**config.mk**
```make
export PLATFORM = sky130hd
export DESIGN_NAME = bc_level_reader_flat
export DESIGN_NICKNAME = d
export VERILOG_FILES = /design/src/rtl/bc_pkg.sv /design/src/rtl/bc_level_reader_if.sv /design/src/rtl/bc_scan_addr_gen.sv /design/src/rtl/bc_level_reader.sv /design/src/flat_wrapper.sv
export SDC_FILE = /design/constraint.sdc
export NUM_CORES = 1
export LEC_CHECK = 0
export CORE_ASPECT_RATIO = 1.1
export CORE_MARGIN = 1.5
export CORE_UTILIZATION = 35
export CTS_CLUSTER_DIAMETER = 100
export DETAILED_ROUTE_END_ITERATION = 8
export PLACE_DENSITY = 0.62
export RECOVER_POWER = 100
export SYNTH_ARGS = -nofsm -noshare
export SYNTH_HDL_FRONTEND = slang
export SYNTH_HIERARCHICAL = 1
export SYNTH_SLANG_ARGS = --single-unit
```
**constraint.sdc**
```tcl
create_clock -name CLK -period 6.4 [get_ports CLK]
set_input_delay 1.6 -clock CLK [delete_from_list [all_inputs] [get_ports CLK]]
set_output_delay 1.6 -clock CLK [all_outputs]
set_load 0.03 [all_outputs]
```
**src/rtl/bc_pkg.sv**
```systemverilog
// bc_pkg: BC memory layout shared by the pyramid builder and the level reader.
// Holds default geometry, derived widths, the reader FSM states and address helpers.
package bc_pkg;

    localparam int BC_BOX_IDX  = 3;
    localparam int BC_DATA_LEN = 8;
    localparam int BC_ADDR_W   = 2 * BC_BOX_IDX + 1;
    localparam int SUM_W       = BC_DATA_LEN + 2 * BC_BOX_IDX;

    typedef enum logic [2:0] {
        ST_IDLE,
        ST_SCAN,
        ST_DRAIN,
        ST_OUT,
        ST_FIN
    } rd_state_e;

    // First row of level k inside bank 1; levels are packed upward.
    function automatic int unsigned y_off(
        input int unsigned b,
        input int unsigned level
    );
        if (level == 32'd0) begin
            return 32'd0;
        end
        return (32'd1 << b) - (32'd1 << (b - level + 32'd1));
    endfunction

    // Address = {xa, bank, ya}; level 0 lives in bank 0, all others in bank 1.
    function automatic int unsigned bc_addr(
        input int unsigned b,
        input int unsigned level,
        input int unsigned xa,
        input int unsigned ya
    );
        int unsigned bank;
        bank = (level == 32'd0) ? 32'd0 : 32'd1;
        return (xa << (b + 32'd1)) | (bank << b) | ya;
    endfunction

endpackage

```
**src/rtl/bc_level_reader_if.sv**
```systemverilog
// bc_level_reader_if: per-level record stream (valid/ready) out of the reader.
// master drives lvl_valid/lvl_idx/lvl_sum/lvl_nz and takes lvl_ready; slave is the consumer.
interface bc_level_reader_if #(
    parameter int BOX_IDX  = 3,
    parameter int DATA_LEN = 8
);
    logic                          lvl_valid;
    logic                          lvl_ready;
    logic [BOX_IDX:0]              lvl_idx;
    logic [DATA_LEN+2*BOX_IDX-1:0] lvl_sum;
    logic [2*BOX_IDX:0]            lvl_nz;

    modport master (
        output lvl_valid,
        output lvl_idx,
        output lvl_sum,
        output lvl_nz,
        input  lvl_ready
    );

    modport slave (
        input  lvl_valid,
        input  lvl_idx,
        input  lvl_sum,
        input  lvl_nz,
        output lvl_ready
    );
endinterface

```
**src/rtl/bc_scan_addr_gen.sv**
```systemverilog
// bc_scan_addr_gen: walks every box of one pyramid level, ya-offset outer, xa inner.
// Ports: clk, rst_n, step (scan active), level in; BC_rd_addr, rd_en, last_addr out.
module bc_scan_addr_gen
    import bc_pkg::*;
#(
    parameter int BOX_IDX = 3,
    parameter int LVL_W   = BOX_IDX + 1,
    parameter int ADDR_W  = 2 * BOX_IDX + 1
) (
    input  logic              clk,
    input  logic              rst_n,
    input  logic              step,
    input  logic [LVL_W-1:0]  level,
    output logic [ADDR_W-1:0] BC_rd_addr,
    output logic              rd_en,
    output logic              last_addr
);

    logic [BOX_IDX-1:0] xa_q, xa_d;
    logic [BOX_IDX-1:0] j_q, j_d;
    logic [BOX_IDX-1:0] side_m1;
    int unsigned        side;
    int unsigned        ya;

    always_comb begin
        side      = 32'd1 << (BOX_IDX - 32'(level));
        side_m1   = BOX_IDX'(side - 32'd1);
        last_addr = step && (xa_q == side_m1) && (j_q == side_m1);
        rd_en     = step;
        ya        = y_off(BOX_IDX, 32'(level)) + 32'(j_q);
        BC_rd_addr = '0;
        if (step) begin
            BC_rd_addr = ADDR_W'(bc_addr(BOX_IDX, 32'(level),
                                         32'(xa_q), ya));
        end
        // Counters idle at zero so every level starts at its origin.
        xa_d = '0;
        j_d  = '0;
        if (step && !last_addr) begin
            if (xa_q == side_m1) begin
                j_d = j_q + 1'b1;
            end else begin
                xa_d = xa_q + 1'b1;
                j_d  = j_q;
            end
        end
    end

    always_ff @(posedge clk) begin
        if (!rst_n) begin
            xa_q <= '0;
            j_q  <= '0;
        end else begin
            xa_q <= xa_d;
            j_q  <= j_d;
        end
    end

endmodule

```
**src/rtl/bc_level_reader.sv**
```systemverilog
// bc_level_reader: scans BC pyramid levels 0..MAX_BOX and emits (sum, nonzero) per level.
// Ports: CLK, RST_N, BC_mode, start; BC read bus (BC_rd_addr, rd_en, x); lvl record if; busy, done.
module bc_level_reader
    import bc_pkg::*;
#(
    parameter int BOX_IDX  = BC_BOX_IDX,
    parameter int MAX_BOX  = BC_BOX_IDX,
    parameter int DATA_LEN = BC_DATA_LEN
) (
    input  logic                  CLK,
    input  logic                  RST_N,
    input  logic                  BC_mode,
    input  logic                  start,
    output logic [2*BOX_IDX:0]    BC_rd_addr,
    output logic                  rd_en,
    input  logic [DATA_LEN-1:0]   x,
    bc_level_reader_if.master     lvl,
    output logic                  busy,
    output logic                  done
);

    localparam int LVL_W = BOX_IDX + 1;
    localparam int S_W   = DATA_LEN + 2 * BOX_IDX;
    localparam int NZ_W  = 2 * BOX_IDX + 1;

    rd_state_e        state_q, state_d;
    logic [LVL_W-1:0] lvl_q, lvl_d;
    logic             dv_q;
    logic [S_W-1:0]   acc_sum_q, acc_sum_d;
    logic [NZ_W-1:0]  acc_nz_q, acc_nz_d;
    logic             valid_q, valid_d;
    logic [LVL_W-1:0] idx_q, idx_d;
    logic [S_W-1:0]   sum_q, sum_d;
    logic [NZ_W-1:0]  nz_q, nz_d;
    logic             step;
    logic             last_addr;
    logic             active;

    assign step   = (state_q == ST_SCAN);
    assign active = (state_q == ST_SCAN) || (state_q == ST_DRAIN) ||
                    (state_q == ST_OUT);

    bc_scan_addr_gen #(
        .BOX_IDX (BOX_IDX),
        .LVL_W   (LVL_W),
        .ADDR_W  (NZ_W)
    ) u_addr (
        .clk        (CLK),
        .rst_n      (RST_N),
        .step       (step),
        .level      (lvl_q),
        .BC_rd_addr (BC_rd_addr),
        .rd_en      (rd_en),
        .last_addr  (last_addr)
    );

    always_comb begin
        state_d   = state_q;
        lvl_d     = lvl_q;
        acc_sum_d = acc_sum_q;
        acc_nz_d  = acc_nz_q;
        valid_d   = valid_q;
        idx_d     = idx_q;
        sum_d     = sum_q;
        nz_d      = nz_q;

        // x carries the word requested by the previous cycle's rd_en.
        if (dv_q) begin
            acc_sum_d = acc_sum_q + S_W'(x);
            acc_nz_d  = acc_nz_q + NZ_W'(x != '0);
        end

        unique case (state_q)
            ST_IDLE: begin
                if (start && !BC_mode) begin
                    state_d = ST_SCAN;
                    lvl_d   = '0;
                end
            end
            ST_SCAN: begin
                if (last_addr) begin
                    state_d = ST_DRAIN;
                end
            end
            ST_DRAIN: begin
                // Last word has been folded in once the delay line empties.
                if (!dv_q) begin
                    state_d = ST_OUT;
                    valid_d = 1'b1;
                    idx_d   = lvl_q;
                    sum_d   = acc_sum_q;
                    nz_d    = acc_nz_q;
                end
            end
            ST_OUT: begin
                if (lvl.lvl_ready) begin
                    valid_d = 1'b0;
                    if (lvl_q == LVL_W'(MAX_BOX)) begin
                        state_d = ST_FIN;
                    end else begin
                        state_d = ST_SCAN;
                        lvl_d   = lvl_q + 1'b1;
                    end
                end
            end
            ST_FIN: begin
                state_d = ST_IDLE;
            end
            default: begin
                state_d = ST_IDLE;
            end
        endcase

        if (BC_mode && active) begin
            state_d = ST_IDLE;
        end

        if ((state_d == ST_SCAN) && (state_q != ST_SCAN)) begin
            acc_sum_d = '0;
            acc_nz_d  = '0;
        end

        if (state_d == ST_IDLE) begin
            valid_d = 1'b0;
            idx_d   = '0;
            sum_d   = '0;
            nz_d    = '0;
        end
    end

    always_ff @(posedge CLK) begin
        if (!RST_N) begin
            state_q   <= ST_IDLE;
            lvl_q     <= '0;
            dv_q      <= 1'b0;
            acc_sum_q <= '0;
            acc_nz_q  <= '0;
            valid_q   <= 1'b0;
            idx_q     <= '0;
            sum_q     <= '0;
            nz_q      <= '0;
        end else begin
            state_q   <= state_d;
            lvl_q     <= lvl_d;
            dv_q      <= rd_en;
            acc_sum_q <= acc_sum_d;
            acc_nz_q  <= acc_nz_d;
            valid_q   <= valid_d;
            idx_q     <= idx_d;
            sum_q     <= sum_d;
            nz_q      <= nz_d;
        end
    end

    assign lvl.lvl_valid = valid_q;
    assign lvl.lvl_idx   = idx_q;
    assign lvl.lvl_sum   = sum_q;
    assign lvl.lvl_nz    = nz_q;
    assign busy          = active;
    assign done          = (state_q == ST_FIN);

endmodule

```
**src/flat_wrapper.sv**
```systemverilog
// flat-port wrapper written by rule: the top's interface ports become plain ports
module bc_level_reader_flat import bc_pkg::*;
#(
    parameter int BOX_IDX  = BC_BOX_IDX,
    parameter int MAX_BOX  = BC_BOX_IDX,
    parameter int DATA_LEN = BC_DATA_LEN
)
  (CLK, RST_N, BC_mode, start, BC_rd_addr, rd_en, x, busy, done, lvl_lvl_valid, lvl_lvl_idx, lvl_lvl_sum, lvl_lvl_nz, lvl_lvl_ready);
  bc_level_reader_if #(.BOX_IDX(BOX_IDX), .DATA_LEN(DATA_LEN)) lvl_i ();
  input  logic CLK;
  input  logic RST_N;
  input  logic BC_mode;
  input  logic start;
  output logic [2*BOX_IDX:0] BC_rd_addr;
  output logic rd_en;
  input  logic [DATA_LEN-1:0] x;
  output logic busy;
  output logic done;
  output wire logic [$bits(lvl_i.lvl_valid)-1:0] lvl_lvl_valid;
  output wire logic [$bits(lvl_i.lvl_idx)-1:0] lvl_lvl_idx;
  output wire logic [$bits(lvl_i.lvl_sum)-1:0] lvl_lvl_sum;
  output wire logic [$bits(lvl_i.lvl_nz)-1:0] lvl_lvl_nz;
  input wire logic [$bits(lvl_i.lvl_ready)-1:0] lvl_lvl_ready;
  assign lvl_lvl_valid = lvl_i.lvl_valid;
  assign lvl_lvl_idx = lvl_i.lvl_idx;
  assign lvl_lvl_sum = lvl_i.lvl_sum;
  assign lvl_lvl_nz = lvl_i.lvl_nz;
  assign lvl_i.lvl_ready = lvl_lvl_ready;
  bc_level_reader #(.BOX_IDX(BOX_IDX), .MAX_BOX(MAX_BOX), .DATA_LEN(DATA_LEN)) u_core (.CLK(CLK), .RST_N(RST_N), .BC_mode(BC_mode), .start(start), .BC_rd_addr(BC_rd_addr), .rd_en(rd_en), .x(x), .lvl(lvl_i), .busy(busy), .done(done));
endmodule
```
**Word-level counts from Yosys, hierarchy flattened**

Cells that the tools add are included.

- Flip-flop bits (word level): 61
- Logic and storage cells: 82

- Add/subtract/negate cells: 10
- Eq/ne operators: 13
- Shifts and indexed selects: 2
- Muxes and demuxes: 18
- Bitwise logic cells: 5
- Reduce and logical (&&, ||, !) cells: 23

Operator list:

| cell | number |
|---|---|
| 32-bit by 1-bit adder with 32-bit output, second input constant | 1 |
| 1-bit by 32-bit << shifter with 3-bit output, first input constant | 1 |
| 1-bit by 32-bit << shifter with 7-bit output, first input constant | 1 |
| 3-bit 2-to-1 mux | 6 |
| 14-bit by 8-bit adder with 14-bit output | 1 |
| 7-bit 2-to-1 mux | 2 |
| 4-bit 2-to-1 mux | 3 |
| 3-bit one-hot mux with 4 select lines | 1 |
| 4-bit one-hot mux with 2 select lines | 1 |
| 8-bit nonzero test | 1 |
| 7-bit by 1-bit adder with 7-bit output | 1 |
| 7-bit by 3-bit adder with 7-bit output | 1 |
| 7-bit by 4-bit bitwise OR with 7-bit output | 1 |
| 7-bit bitwise OR | 1 |
| 4-bit by 7-bit subtractor with 7-bit output, first input constant | 1 |
| 3-bit by 1-bit adder with 3-bit output, second input constant | 2 |
| 3-bit by 1-bit == test with 1-bit output, second input constant | 2 |
| 3-bit by 2-bit == test with 1-bit output, second input constant | 2 |
| 3-bit == test | 2 |
| 1-bit logical AND | 6 |
| 3-bit zero test | 2 |
| 2-bit inequality test, second input constant | 3 |
| 2-bit by 4-bit subtractor with 5-bit output, first input constant | 1 |
| 4-bit by 1-bit adder with 4-bit output, second input constant | 1 |
| 17 further kinds | 27 |

**Depth between registers and ports, before layout**

Gate-level depths: netlist of the first run.

- Depth after elaboration: 12
- Mapped depth: 18
- Depth with buffers taken out: 17

**Hierarchy**

Netlist of the first run, hierarchy kept.

Modules (own cells, without submodules):

| module | instances | cells each | area an instance (sq um) |
|---|---|---|---|
| bc_level_reader | 1 | 314 | 2682.6 |
| bc_scan_addr_gen | 1 | 117 | 924.6 |

**Least setup slack after synthesis of the first run**

OpenSTA, ideal clock, no wires.

- Kind: reg-to-output
- Start point: reg u_core.lvl_q[2]
- End point: out BC_rd_addr[4]
- Arrival: 4.009 ns
- Path slack: 0.791 ns
- Stages on the path, launching flop included: 16
- Path buffers: 0
- Path through: dfxtp_1 inv_1 nor3_1 inv_1 fa_1 or4_1 nor2_1 nand3_1 ha_1 nand2_1 fa_1 nor2b_1 o21a_1 a21oi_1 o211a_1 o21a_1

- Longest elaborated chain between the ends: 8
- Elaborated cells on any way between the ends: 10

RTL lines:

| item | RTL line | RTL |
|---|---|---|
| start, declared | bc_level_reader.sv:27 | `logic [LVL_W-1:0] lvl_q, lvl_d;` |
| start signal, assigned | bc_level_reader.sv:144 | `lvl_q <= lvl_d;` |
| 2-bit by 4-bit subtractor with 5-bit output | bc_pkg.sv:26 | `return (32'd1 << b) - (32'd1 << (b - level + 32'd1));` |
| 32-bit by 1-bit adder with 32-bit output | bc_pkg.sv:26 |  |
| 1-bit by 32-bit << shifter with 7-bit output | bc_pkg.sv:26 |  |
| 4-bit by 7-bit subtractor with 7-bit output | bc_pkg.sv:26 |  |
| 7-bit 2-to-1 mux * | bc_pkg.sv:26 |  |
| 7-bit by 3-bit adder with 7-bit output * | bc_scan_addr_gen.sv:30 | `ya = y_off(BOX_IDX, 32'(level)) + 32'(j_q);` |
| 7-bit bitwise OR * | bc_pkg.sv:38 | `return (xa << (b + 32'd1)) \| (bank << b) \| ya;` |
| 7-bit 2-to-1 mux * | bc_scan_addr_gen.sv:32 | `if (step) begin` |
| end, declared | flat_wrapper.sv:14 | `output logic [2*BOX_IDX:0] BC_rd_addr;` |

Every way passes the cells marked *; elsewhere a longest branch is shown, timed or not.

**Final worst setup path of the first run**

- Start point: reg u_core.lvl_q[3]
- End point: out BC_rd_addr[3]

- Longest elaborated chain between the ends: 8
- Elaborated cells on any way between the ends: 12

RTL lines:

| item | RTL line |
|---|---|
| 2-bit by 4-bit subtractor with 5-bit output | bc_pkg.sv:26 |
| 32-bit by 1-bit adder with 32-bit output | bc_pkg.sv:26 |
| 1-bit by 32-bit << shifter with 7-bit output | bc_pkg.sv:26 |
| 4-bit by 7-bit subtractor with 7-bit output | bc_pkg.sv:26 |
| 7-bit 2-to-1 mux | bc_pkg.sv:26 |
| 7-bit by 3-bit adder with 7-bit output | bc_scan_addr_gen.sv:30 |
| 7-bit bitwise OR * | bc_pkg.sv:38 |
| 7-bit 2-to-1 mux * | bc_scan_addr_gen.sv:32 |

Marks and branches as above.

==> impl_metrics.toml, run 1 <==
[global_routing]
busiest_layer = "met2"
grt_util_met2 = 0.284
grt_max_degree = 27
grt_util_met3 = 0.0337
grt.total_usage = 0.161
grt_first_pass_wirelength_um = 13900
grt_pass1_vias = 3038
antenna_found_initial = 0
use_met1 = 0.192
overflow = 0

[timing]
tns_ps = 0
setup_ws_ps = 449
whs_ps = 453
relSlewSlack = -0.429
post-route-period-util = 0.930
worst_clock_skew_ps = 7.53
tightest_slew_ps = 2130
hold_viol_final = 0
rsz0062_at_grt = "false"
maxSlewViolCount = 27
min_period_ps = 5950
fmax_mhz = 168
finalSetupViolCount = 0

[layout]
nets = 517
drive_above_1_share = 0.0852
final_util = 0.430
antenna_cells = 0
final_common_cell = "nand2_1"
stdcell_count = 601
syn_to_final_growth_pct = 18.5
fin_area_mm2 = 0.00427
most-common-layout-cells = "nand2_1 (70), dfxtp_1 (60), nor2_1 (44), a21oi_1 (44), dlygate4sd3_1 (35)"

[logic_synthesis]
async_reset_ff_frac = 0
netlist_top_cells_area = "dfxtp_1 (34%), ha_1 (8.3%), nand2_1 (7.3%), a21oi_1 (6.0%), nor2_1 (4.6%)"
ys_types = 62
synth_ff_type = "dfxtp_1"
ys_ff_latch = 61
avgSynthCellArea_um2 = 8.37
synth_top_area_frac = 0.339
synth_area_leader_cell = "dfxtp_1"
synth_nets = 471
synth-warning-count = 6
synth_edf_count = 0
synth_area_mm2 = 0.00361
syn_inst = 431
ys_seq_area_frac = 0.339

[drt]
firstDrtPassIters = 4
vias = 3122
drc = 0
drtAntennaViolNets = 0
first_iter_violations = 126
wl_per_cell_um = 13.6
totalWireLength_um = 8190
routed_via_density = 5.19

[clock_tree]
cts.sinks = 61
cts_buffer_depth = 2
cts_tree = "done"
cts_root_buf = "clkbuf_8"
cts_buffers = 9
clock_latency_ps = 340
clk_pin_slew_worst_paths_ps = 70
h-tree-depth = 3

[die]
die_h_um = 109
die_x_um = 99.8
ios = 49
start_util = 0.363
die-area_mm2 = 0.0109
core_mm2 = 0.00994
rows = 38

[power_and_ir_drop]
power_mw = 0.774
sequentialPowerShare = 0.505
internal_power_mw = 0.560
switching_power_mw = 0.213
clkPwrFrac = 0.393
power.ir.vdd_worst_mv = 0.115
swShare = 0.276
power_density_mw_per_mm2 = 181
power_frac_comb = 0.102
power_leakage_nw = 1.61

[placement]
post_dp_cell_area_mm2 = 0.00416
place_ws_ps = 425
place_inst = 586
io_buffers = 48
place_hpwl_um = 5850
gp_congestion = 0.883

[worst_setup_path]
crit_required_ps = 4800
crit_arrival_ps = 4350
crit_path_start_kind = "flip-flop"
critPathMaxFanout = 10
crit_type = "reg -> out"
endpoint_kind = "output port"

[outcome]
status = "complete, but fails checks"
violations = "capacitance limit, slew limit"

[run]
maxCapViolations = 1

[hold_path]
hp-class = "reg -> reg"
cell families (layout without fill, tap and decap cells):
| group | count (synthesis) | after routing | synth area share |
|---|---|---|---|
| compound gates | 94 | 94 | 0.175 |
| xor+xnor | 21 | 21 | 0.0531 |
| fa+ha+maj | 27 | 27 | 0.0999 |
| buf+inv | 34 | 84 | 0.0482 |
| flops | 61 | 61 | 0.339 |
| mux | 10 | 10 | 0.0281 |
| simple gates | 184 | 184 | 0.257 |
critical path, cell delays in order (launching register included):
cell,delay [ps]
dfxtp_2,420
inv_1,90
ha_1,300
inv_1,170
nand3_1,100
ha_1,200
or4_1,390
nor2_1,230
nand3_1,150
ha_1,320
nand2_1,100
inv_1,50
ha_1,270
a21o_1,170
a21oi_1,210
a31oi_1,120
dlygate4sd3_1,710
layout make-up:
class,count,area [µm²]
Multi-Input combinational cell,336,2180
Clock buffer,10,138
Clock inverter,5,27.5
Inverter,16,60.1
Tap cell,120,150
Sequential cell,61,1220
Timing Repair Buffer,53,495
Fill cell,1005,5660
path summary, 6_finish.rpt:
| check | startpoint | endpoint | slack, ps | cells past startpoint |
|---|---|---|---|---|
| worst min register to register | u_core/lvl.lvl_nz[4] | u_core/lvl.lvl_nz[4] | 450 | 2 |
| worst min-delay path | u_core/lvl.lvl_nz[4] | u_core/lvl.lvl_nz[4] | 450 | 2 |
| worst max-delay path | u_core/lvl_q[3] | BC_rd_addr[3] | 450 | 16 |
| worst max register to register | u_core/lvl_q[3] | u_core/lvl.lvl_nz[3] | 1340 | 14 |
routing by layer:
layer  part of all wire  up-vias  wire [µm]
met4              0.013        0        103
met2               0.48       38       3900
met5                  0        -          0
met1               0.48     1480       3940
met3              0.031        7        251
li1                   -     1597          -
registers in the layout, summed over array words and instances (netlist names):
name	count
u_core/u_addr/j_q	3
u_core/lvl.lvl_nz	7
u_core/acc_nz_q	7
u_core/lvl_q	4
u_core/dv_q	1
u_core/u_addr/xa_q	3
u_core/lvl.lvl_valid	1
u_core/lvl.lvl_idx	4
u_core/acc_sum_q	14
u_core/lvl.lvl_sum	14
u_core/state_q	3
repair_timing:
action	4_1_cts	5_1_grt
setup buffers	0	0
hold buffers	0	0
gates resized for setup	0	6
setup endpoints to repair	0	3
endpoints found under the hold margin	0	0
Yosys cell counts, drive strengths merged, types with 4 or more instances:
library cell and number:
buf 12, clkbuf 6, xor2 13, nor3b 6
and2 4, a211oi 7, ha 24, nand2 70
nor2b 8, nand4 7, nor4 5, nor2 45
xnor2 8, a21oi 51, nor3 8, dfxtp 61
o21ai 12, inv 15, mux2i 9, nand3 7
a31oi 5
power by group through the flow:
stage	Combinational [mW]	Clock [mW]	Sequential, mW
after floorplan	0.0611	0	0.395
after global placement	0.0812	0	0.399
after detailed placement	0.0822	0	0.399
after CTS	0.0829	0.312	0.390
after global routing	0.0883	0.327	0.391
final	0.0789	0.304	0.390
(Power assumes the default switching activity.)
==> inputs of run 2 (changes only) <==
GPL_TIMING_DRIVEN = 0   (was default)
PLACE_DENSITY = 0.64   (was 0.62)
clock period = 4.83 ns   (was 6.4 ns; I/O delays follow)
==> impl_metrics.toml, run 2 (synthesis gave the netlist of run 1 again) <==
[outcome]
status = "complete, but fails checks"
violations = "setup timing"

[power_and_ir_drop]
power_frac_comb = 0.120
power.ir.vdd_worst_mv = 0.155
clkPwrFrac = 0.393
switching_power_mw = 0.269
power_density_mw_per_mm2 = 229
power_leakage_nw = 1.74
swShare = 0.255
sequentialPowerShare = 0.488
internal_power_mw = 0.785

[timing]
maxSlewViolCount = 0
tightest_slew_ps = 761
hold_viol_final = 0
setup_ws_ps = -221
rsz0062_at_grt = "true"
finalSetupViolCount = 3
post-route-period-util = 1.05
worst_clock_skew_ps = 12.1
relSlewSlack = 0.491
tns_ps = -484
fmax_mhz = 198
min_period_ps = 5050
whs_ps = 459

[die]
die_h_um = 109
die_x_um = 99.8
start_util = 0.363
die-area_mm2 = 0.0109
rows = 38
core_mm2 = 0.00994
ios = 49

[clock_tree]
cts_tree = "done"
cts_root_buf = "clkbuf_8"
clk_pin_slew_worst_paths_ps = 60
h-tree-depth = 3
cts.sinks = 61
cts_buffers = 9
postCtsHoldBufs = 0
cts_buffer_depth = 2
clock_latency_ps = 340

[placement]
gp_congestion = 0.848
place_inst = 599
io_buffers = 48
place_hpwl_um = 6210
post_dp_cell_area_mm2 = 0.00426

[layout]
multi_input_area_mm2 = 0.00233
nets = 538
antenna_cells = 0
syn_to_final_growth_pct = 27.8
drive_above_1_share = 0.177
final_util = 0.464
most-common-layout-cells = "nand2_1 (69), dfxtp_1 (57), nor2_1 (43), a21oi_1 (40), dlygate4sd3_1 (28)"
register_area_mm2 = 0.00123
final_common_cell = "nand2_1"
stdcell_count = 622
fin_area_mm2 = 0.00461
fillCellCount = 988

[drt]
drc = 0
routed_via_density = 5.23
vias = 3253
firstDrtPassIters = 4
wl_per_cell_um = 13.6
first_iter_violations = 91
drtAntennaViolNets = 0
totalWireLength_um = 8490

[worst_setup_path]
crit_type = "reg -> out"
ff2ff_setup_slack_ps = 760
endpoint_kind = "output port"
crit_arrival_ps = 3840
crit_path_start_kind = "flip-flop"
crit_required_ps = 3620
critPathMaxFanout = 5

[global_routing]
grt_pass1_vias = 3128
overflow = 0
grt.total_usage = 0.161
grt_max_degree = 13
antenna_found_initial = 0
grt_first_pass_wirelength_um = 14000

[hold_path]
hp-class = "reg -> reg"

[run]
maxCapViolations = 0
[run 2: cell count changes in the layout (fill, tap and decap cells not counted), sizes merged]
| cell | delta |
|---|---|
| buf | +22 |
| dlygate4sd3 | -7 |
| dlygate4sd2 | +1 |
| clkinv | -3 |
| clkinvlp | -1 |
| clkdlybuf4s50 | +4 |
| clkbuf | +5 |
[run 2: worst max-delay path: stages, from the launching register on]
cell and delay [ps]:
dfxtp_4 360, inv_4 50, ha_4 150, buf_6 110, inv_4 60, nand3_2 60
ha_2 170, or4_4 540, nor2_4 170, nand4b_1 180, ha_4 350, nand2_4 50
fa_2 360, nor2b_4 190, o21a_1 150, a21oi_2 50, o211a_1 210, o21a_1 180
buf_6 140
[run 2: power groups by stage]
stage	Combinational [mW]	Clock, mW	Sequential (mW)
after global placement	0.116	0	0.525
after detailed placement	0.118	0	0.525
after global routing	0.138	0.454	0.514
after CTS	0.124	0.429	0.514
final	0.126	0.414	0.514
after floorplan	0.0814	0	0.523
[run 2: per-stage QoR]
stage | setup WS (ps) | power, mW
floorplan | 2.51 | 0.605
global placement | -857 | 0.641
detailed placement | -912 | 0.643
CTS | -236 | 1.07
global route | -380 | 1.11
finish | -221 | 1.05
[run 2: worst paths after layout]
check	from	end	cells past startpoint
hold / removal	u_core/lvl.lvl_sum[10]	u_core/lvl.lvl_sum[10]	2
hold reg to reg	u_core/lvl.lvl_sum[10]	u_core/lvl.lvl_sum[10]	2
setup / recovery	u_core/lvl_q[2]	BC_rd_addr[4]	18
setup reg to reg	u_core/lvl_q[2]	u_core/acc_sum_q[4]	16
[run 2: final cells by class]
type                       count  area share
multi-input combinational    336       0.506
sequential                    61       0.268
timing repair buffer          58       0.119
clock buffer                  14      0.0374
tap                          120      0.0326
buffer                        16      0.0223
inverter                      16      0.0141
clock inverter                 1     0.00109
[run 2: layer usage]
layer  share of wire  track usage
met1            0.44        0.184
met4           0.026       0.0704
met3           0.038       0.0375
met5               0            0
met2            0.49        0.289
[run 2: repair_timing]
item / in CTS / in global routing
pin swaps: 14 / 10
resized for setup: 63 / 6
setup endpoints to repair: 7 / 6
buffers inserted: 8 / 2
